===== config.mk =====
export PLATFORM = sky130hd
export DESIGN_NAME = sa_feeder
export DESIGN_NICKNAME = d
export VERILOG_FILES = /design/src/rtl/sa_pkg.sv /design/src/rtl/sa_feeder_skew_line.sv /design/src/rtl/sa_feeder.sv
export SDC_FILE = /design/constraint.sdc
export NUM_CORES = 1
export LEC_CHECK = 0
export ABC_AREA = 1
export CORE_ASPECT_RATIO = 2
export CORE_MARGIN = 4
export CORE_UTILIZATION = 30
export CTS_BUF_LIST = sky130_fd_sc_hd__clkbuf_2 sky130_fd_sc_hd__clkbuf_4 sky130_fd_sc_hd__clkbuf_8
export CTS_CLUSTER_DIAMETER = 80
export DETAILED_ROUTE_END_ITERATION = 10
export SYNTH_ARGS = -nofsm -noshare
export SYNTH_HDL_FRONTEND = slang
export SYNTH_SLANG_ARGS = --single-unit

===== constraint.sdc =====
create_clock -name clk -period 6.1 [get_ports clk]
set_clock_uncertainty 0.05 [all_clocks]
set_input_delay 1.525 -clock clk [delete_from_list [all_inputs] [get_ports clk]]
set_output_delay 1.525 -clock clk [all_outputs]
set_load 0.01 [all_outputs]

===== src/rtl/sa_pkg.sv =====
// Shared defaults and state types for the systolic-array front end.
package sa_pkg;

   localparam int unsigned SA_SIZE = 4;
   localparam int unsigned SA_DW   = 8;

   typedef enum logic [1:0] {
      IDLE,
      WLOAD,
      XFEED,
      DRAIN
   } fsm_state_t;

   typedef enum logic [1:0] {
      ACC,
      STRB,
      HOLD
   } wload_phase_t;

endpackage


===== src/rtl/sa_feeder_skew_line.sv =====
// Fixed-depth delay line for one activation lane, carrying a valid bit alongside the data.
module skew_line #(
   parameter int unsigned DEPTH = 1,
   parameter int unsigned DW    = 8
) (
   input  logic          clk,
   input  logic          rst,
   input  logic          en,
   input  logic [DW-1:0] d,
   input  logic          d_valid,
   output logic [DW-1:0] q,
   output logic          q_valid
);

   if (DEPTH == 0) begin : g_wire
      logic unused;
      assign unused  = &{1'b0, clk, rst, en};
      assign q       = d;
      assign q_valid = d_valid;
   end else begin : g_shift
      logic [DW-1:0] data [DEPTH];
      logic          vld  [DEPTH];

      always_ff @(posedge clk) begin
         if (rst) begin
            for (int unsigned i = 0; i < DEPTH; i++) begin
               data[i] <= '0;
               vld[i]  <= 1'b0;
            end
         end else if (en) begin
            data[0] <= d;
            vld[0]  <= d_valid;
            for (int unsigned i = 1; i < DEPTH; i++) begin
               data[i] <= data[i-1];
               vld[i]  <= vld[i-1];
            end
         end
      end

      assign q       = data[DEPTH-1];
      assign q_valid = vld[DEPTH-1];
   end

endmodule


===== src/rtl/sa_feeder.sv =====
// Weight preload and skewed activation feed sequencer for the systolic array.
module sa_feeder
   import sa_pkg::*;
#(
   parameter int unsigned SIZE = SA_SIZE,
   parameter int unsigned DW   = SA_DW
) (
   input  logic               clk,
   input  logic               rst,
   input  logic               start,
   output logic               busy,
   output logic               done,
   input  logic               w_valid,
   output logic               w_ready,
   input  logic [SIZE*DW-1:0] w_data,
   input  logic               x_valid,
   output logic               x_ready,
   input  logic [SIZE*DW-1:0] x_data,
   output logic               preclk,
   output logic [SIZE*DW-1:0] weight_in,
   output logic [SIZE*DW-1:0] in_in,
   output logic               in_active
);

   localparam int unsigned   CW         = (SIZE > 1) ? $clog2(SIZE) : 1;
   localparam logic [CW-1:0] LAST_ROW   = CW'(SIZE - 1);
   localparam logic [CW-1:0] LAST_DRAIN = CW'(SIZE - 2);

   fsm_state_t          state;
   wload_phase_t        phase;
   logic [CW-1:0]       cnt;
   logic                x_fire;
   logic                shift_en;
   logic [SIZE*DW-1:0]  skew_q;
   logic [SIZE-1:0]     skew_v;

   assign x_fire   = (state == XFEED) && x_ready && x_valid;
   assign shift_en = (state == XFEED) || (state == DRAIN);

   // cnt counts weight rows in WLOAD, accepted rows in XFEED and drain cycles in DRAIN
   always_ff @(posedge clk) begin
      if (rst) begin
         state     <= IDLE;
         phase     <= ACC;
         cnt       <= '0;
         busy      <= 1'b0;
         done      <= 1'b0;
         preclk    <= 1'b0;
         w_ready   <= 1'b0;
         x_ready   <= 1'b0;
         weight_in <= '0;
      end else begin
         done <= 1'b0;
         case (state)
            IDLE: begin
               if (start) begin
                  state   <= WLOAD;
                  phase   <= ACC;
                  cnt     <= '0;
                  busy    <= 1'b1;
                  w_ready <= 1'b1;
               end
            end
            WLOAD: begin
               case (phase)
                  ACC: begin
                     if (w_valid && w_ready) begin
                        weight_in <= w_data;
                        w_ready   <= 1'b0;
                        phase     <= STRB;
                     end
                  end
                  STRB: begin
                     preclk <= 1'b1;
                     phase  <= HOLD;
                  end
                  HOLD: begin
                     preclk <= 1'b0;
                     if (cnt == LAST_ROW) begin
                        state   <= XFEED;
                        cnt     <= '0;
                        x_ready <= 1'b1;
                     end else begin
                        cnt     <= cnt + 1'b1;
                        phase   <= ACC;
                        w_ready <= 1'b1;
                     end
                  end
                  default: phase <= ACC;
               endcase
            end
            XFEED: begin
               if (x_fire) begin
                  if (cnt == LAST_ROW) begin
                     state   <= DRAIN;
                     cnt     <= '0;
                     x_ready <= 1'b0;
                  end else begin
                     cnt <= cnt + 1'b1;
                  end
               end
            end
            DRAIN: begin
               if (cnt == LAST_DRAIN) begin
                  state     <= IDLE;
                  done      <= 1'b1;
                  busy      <= 1'b0;
                  weight_in <= '0;
               end else begin
                  cnt <= cnt + 1'b1;
               end
            end
            default: state <= IDLE;
         endcase
      end
   end

   for (genvar j = 0; j < SIZE; j++) begin : g_lane
      skew_line #(
         .DEPTH (j),
         .DW    (DW)
      ) u_skew (
         .clk     (clk),
         .rst     (rst),
         .en      (shift_en),
         .d       (x_fire ? x_data[j*DW +: DW] : '0),
         .d_valid (x_fire),
         .q       (skew_q[j*DW +: DW]),
         .q_valid (skew_v[j])
      );
   end

   always_ff @(posedge clk) begin
      if (rst) begin
         in_in     <= '0;
         in_active <= 1'b0;
      end else begin
         in_in     <= skew_q;
         in_active <= |skew_v;
      end
   end

endmodule


-- After elaboration in Yosys (flattened, before gate mapping)
Memories as Yosys holds them, arrays and structs flattened. A register that Yosys moved wholly into a read port is not among the register bits.
Index checks and enable logic that the tools add are counted.
- register bits after elaboration: 52
- RAM bits: 54
- bits of input ports: 69
- output and inout port bits: 70
- word-level logic and storage cells: 130
- memories kept: 6
- memory list (memory ; depth ; bits a word ; read ports ; clocked after Yosys merged registers in ; write ports ; RTL line ; text):
    g_lane[3].u_skew.g_shift.data ; 3 ; 8 ; 3 ; 1 ; 3 ; sa_feeder_skew_line.sv:21 ; logic [DW-1:0] data [DEPTH];
    g_lane[2].u_skew.g_shift.data ; 2 ; 8 ; 2 ; 1 ; 2 ; sa_feeder_skew_line.sv:21 ;
    g_lane[1].u_skew.g_shift.data ; 1 ; 8 ; 1 ; 1 ; 1 ; sa_feeder_skew_line.sv:21 ;
    g_lane[3].u_skew.g_shift.vld ; 3 ; 1 ; 3 ; 0 ; 3 ; sa_feeder_skew_line.sv:22 ; logic vld [DEPTH];
    g_lane[2].u_skew.g_shift.vld ; 2 ; 1 ; 2 ; 0 ; 2 ; sa_feeder_skew_line.sv:22 ;
    g_lane[1].u_skew.g_shift.vld ; 1 ; 1 ; 1 ; 0 ; 1 ; sa_feeder_skew_line.sv:22 ;
- add/sub/neg operators: 1
- equality and inequality tests: 19
- mux-type cells: 57
- bitwise operators: 12
- reduce and logical (&&, ||, !) cells: 24
- operator list (cell ; number):
    $mux 32 ; 3
    $mux 8 ; 9
    $pmux 32 s2 ; 1
    $mux 2 ; 13
    $mux 1 ; 22
    $pmux 2 s4 ; 2
    $reduce_and 4->1 ; 3
    $eq 2x2->1 const B ; 5
    $ne 2x2->1 const B ; 5
    $or 1x1->1 ; 10
    $pmux 1 s2 ; 5
    $reduce_and 5->1 ; 2
    $reduce_bool 2->1 ; 5
    $ne 2x1->1 const B ; 4
    $reduce_or 8->1 ; 1
    $ne 3x3->1 const B ; 2
    $pmux 2 s3 ; 1
    $reduce_and 6->1 ; 1
    $eq 2x1->1 const B ; 2
    $logic_not 2->1 ; 2
    $pmux 2 s2 ; 1
    $reduce_or 2->1 ; 2
    $reduce_or 4->1 ; 1
    $logic_and 1x1->1 ; 3
    other kinds (7) ; 8

-- Longest topological paths before layout
- depth in word-level cells: 7
- mapped depth: 9
- gate-level depth less buffers: 9

-- Cells and area by module
Synthesis repeated with hierarchy kept, for this count alone.
- cell total of the unflattened synthesis: 617
- area total of the unflattened synthesis: 5415.2 µm²
- by module, submodules not included (module ; times used ; cells each ; area each (µm²) ; seq. area each (µm²)):
    sa_feeder ; 1 ; 418 ; 3057.9 ; 1521.5
    skew_line at g_lane[3].u_skew ; 1 ; 94 ; 1167.4 ; 810.8
    skew_line at g_lane[2].u_skew ; 1 ; 66 ; 768.2 ; 540.5
    skew_line at g_lane[1].u_skew ; 1 ; 30 ; 354.1 ; 270.3
    skew_line at g_lane[0].u_skew ; 1 ; 9 ; 67.6 ; 0.0

-- Worst setup path after synthesis
OpenSTA, ideal clock, no wires.
- path kind: input to register
- start point: input rst
- end point: memory g_lane[1].u_skew.g_shift.data[0][0] (enable)
- library setup time: 743 ps
- data arrival time: 3011 ps
- required time: 5307 ps
- path slack: 2297 ps
- stages: 3
- path buffers: 1
- cells stage by stage: buf_2 clkinv_1 nand3_1
- word-level cells in the longest chain between the ends: 4
- elaborated cells between the ends (all ways): 6
- those cells by class: 5 x mux; 1 x reduce/logical
- ends and longest elaborated chain (what ; RTL line ; text):
    start, declared ; sa_feeder.sv:9 ; input logic rst,
    $mux 1 ; sa_feeder_skew_line.sv:25 ; if (rst) begin
    $mux 1 (not written as such) ; sa_feeder_skew_line.sv:31 ; data[0] <= d;
    $reduce_or 8->1 (no source line) ; -- ;
    $mux 1 (no source line) (*) ; -- ;
    end, declared ; sa_feeder_skew_line.sv:21 ;
Every way passes the cells marked *; elsewhere a longest branch is shown, timed or not.

-- Final worst setup path
- start point: input w_valid
- end point: register weight_in[9]
- word-level cells in the longest chain between the ends: 3
- ends and longest elaborated chain (what ; RTL line ; text):
    start, declared ; sa_feeder.sv:13 ; input logic w_valid,
    $logic_and 1x1->1 ; sa_feeder.sv:67 ; if (w_valid && w_ready) begin
    $ne 2x2->1 (no source line) ; -- ;
    $reduce_and 4->1 (no source line) ; -- ;
    end signal, assigned ; sa_feeder.sv:68 ; weight_in <= w_data;
    end, declared ; sa_feeder.sv:20 ; output logic [SIZE*DW-1:0] weight_in,
No other way between the ends.
A chain may end at the register's enable or synchronous reset.

==> flow_summary.ini <==
[clocking]
cts_inserted_buffers = 17
root_buffer = clkbuf_8
post_cts_buffers = 0
cts_tree = done
cts.sink_count = 128
cts_max_level = 4
holdBufCountCts = 0
clk_latency_ns = 0.43
clockBufferDepth = 2
cts_resized = 0
clk_pin_slew_ns = 0.07

[floorplanning]
fp.dieW_um = 99.1
coreArea_um2 = 16300
num_rows = 66
initial_core_util = 0.306
die_h_um = 190
ioPinCount = 139
die_area_um2 = 18800

[power_and_ir_drop]
swShare = 0.320
p_per_area_nw_per_um2 = 405
vdd_drop_max_mv = 0.151
combPwrFrac = 0.295
seq_power_share = 0.413
internal-power_mw = 1.91
switchingPower_mw = 0.896
cellLeakagePower_nw = 2.83
clockPowerShare = 0.291

[global_route]
grt_pass1_vias = 3887
antenna_found_initial = 0
overflow = 0
grt_max_degree = 64
grt.total_usage = 0.124
grt_pass1_wl_um = 18400

[logic_synthesis]
synth_top_area_share = 0.314
syn_nets = 602
syn_area_um2 = 4980
ys_top_cells_by_area = edfxtp_1 31%, dfxtp_1 31%, nor2_1 7.8%
synth_cells = 523
synth_cell_types = 26
yosys.area.top_type = edfxtp_1
ys_warn_count = 0
syn-mean-instance-area_um2 = 9.52
ys_seq_area_frac = 0.619
ys_ff_latch = 128

[route]
drtIter0Drc = 123
vias_per_cell = 4.34
wirelength_um = 11300
routed-via-count = 3799
drc = 0
avgRoutedWirePerCell_um = 12.9
drtPass1Iterations = 4
ant_nets = 0

[sta]
slew-limit-headroom = 0.208
rsz0062_at_grt = no
clock.fmax_mhz = 299
tightestPinTransition_ns = 1.18
setup_viol = 0
period_needed_ns = 3.35
final_hold_viol_count = 0
finalWorstSetupSlack_ns = 2.75
finalCritPeriodShare = 0.549
setup_tns_ns = 0
slew_violations = 0

[finish]
final_cell_area_um2 = 6930
seqCellArea_um2 = 3080
final_util = 0.426
multi_input_area_um2 = 1360
fin_nets = 737
areaGrowthSynthToFinish_pct = 39.2
fillers = 1589
antenna_cells = 0
drive_above_1_share = 0.0909

[setup_path]
worstPathRequired_ns = 6.39
crit_fanout = 33
startpoint_type = primary input
rr_startpoint = state[0]
arrival_ns = 3.64
rrSetupSlack_ns = 3.06
endpoint_kind = flop
r2r-end = g_lane[2].u_skew.g_shift.data[1][6]
critPathKind = in -> reg
crit_start = w_valid
endpoint = weight_in[9]
r2r_cells = 4

[run_status]
outcome = completed

[worst_hold_path]
min_from = g_lane[3].u_skew.g_shift.data[2][1]
hp-class = reg -> reg

[placement]
gp_congestion = 0.833
port_buffers = 138
place_hpwl_um = 7930
place_ws_ns = 2.31
placed_area_um2 = 6480

[run]
drv_cap = 0
==> registers in the layout (all words and copies together) (netlist names) <==
name	count
busy	1
state	2
done	1
w_ready	1
preclk	1
g_lane.u_skew.g_shift.vld	4
cnt	2
g_lane.u_skew.g_shift.data	48
in_active	1
weight_in	32
in_in	32
x_ready	1
phase	2
==> layout by cell type (no fill, tap or decap), types with 2 or more instances in the layout <==
master,count
clkdlybuf4s50_1,137
nor2_1,104
inv_1,100
dfxtp_1,76
edfxtp_1,52
nand2_1,33
a21oi_1,29
nand3_1,28
o21ai_1,21
clkbuf_8,19
o21ai_0,12
nand3_2,11
a21oi_2,10
ha_1,10
clkinv_4,4
bufinv_16,4
buf_4,3
clkinv_1,2
o21ai_2,2
nand4_1,2
nor3_1,2
inv_4,2
==> stage by stage <==
stage,cells,total power [mW],hold slack (ns)
6_report,875,2.80,0.403
5_1_grt,875,2.99,0.435
4_1_cts,875,2.86,0.402
3_5_place_dp,843,2.02,0.389
3_3_place_gp,843,1.98,0.382
2_1_floorplan,523,1.71,0.375
==> layer usage <==
layer	part of all wire	global-route usage	vias up
li1	-	-	1918
met1	0.38	0.124	1727
met2	0.53	0.228	139
met3	0.066	0.0319	15
met4	0.019	0.0658	0
met5	0	0	-
==> cells by family (layout without fill, tap and decap cells) <==
family	after synthesis	count (layout)	synth area share
AND/OR/NAND/NOR	182	182	0.161
flip-flops	128	128	0.619
buffers and inverters	127	275	0.109
adder cells (fa/ha/maj)	10	10	0.0251
AO/OA/AOI/OAI	76	76	0.0867
==> critical path, stage by stage <==
cell and delay, ns:
clkdlybuf4s50_1 0.46, nand2_1 0.07, nand2_1 0.08, nand2_2 0.34
nor2_4 0.80, nand3_1 0.15, a21oi_1 0.19
==> cell usage after synthesis <==
| cell | number |
|---|---|
| nand4_1 | 2 |
| nor2_1 | 104 |
| nand2_2 | 1 |
| nand3_2 | 10 |
| buf_1 | 3 |
| o21ai_0 | 12 |
| nor2_4 | 1 |
| edfxtp_1 | 52 |
| nand3_1 | 29 |
| dfxtp_1 | 76 |
| o21ai_2 | 2 |
| ha_1 | 10 |
| buf_6 | 6 |
| a311oi_1 | 1 |
| o21bai_1 | 1 |
| buf_2 | 9 |
| inv_1 | 100 |
| clkbuf_1 | 3 |
| clkinv_1 | 2 |
| clkbuf_2 | 3 |
| a21oi_2 | 10 |
| a21oi_1 | 29 |
| nor3_1 | 2 |
| nand2_1 | 33 |
| buf_4 | 1 |
| o21ai_1 | 21 |
==> how the worst min path moves through the flow <==
stage,to,slack (ns),cells after the start
after floorplan,in_in[10],0.38,2
after global placement,in_in[9],0.38,2
after detailed placement,in_in[24],0.39,2
after CTS,in_in[24],0.40,2
after global routing,in_in[31],0.44,2
final,in_in[25],0.40,2
==> final cells by class <==
cell class	count	area share
tap	204	0.0368
sequential	128	0.445
multi-input combinational	268	0.196
clock inverter	12	0.0262
clock buffer	20	0.0388
timing repair buffer	141	0.202
inverter	102	0.0552
==> power groups by stage <==
stage / logic [mW] / clock network (mW) / registers [mW]
3_3_place_gp: 0.809 / 0 / 1.18
6_report: 0.828 / 0.817 / 1.16
5_1_grt: 0.923 / 0.888 / 1.18
3_5_place_dp: 0.835 / 0 / 1.18
2_1_floorplan: 0.495 / 0 / 1.21
4_1_cts: 0.839 / 0.855 / 1.16
Note: power is estimated with default switching activity, not from simulation.
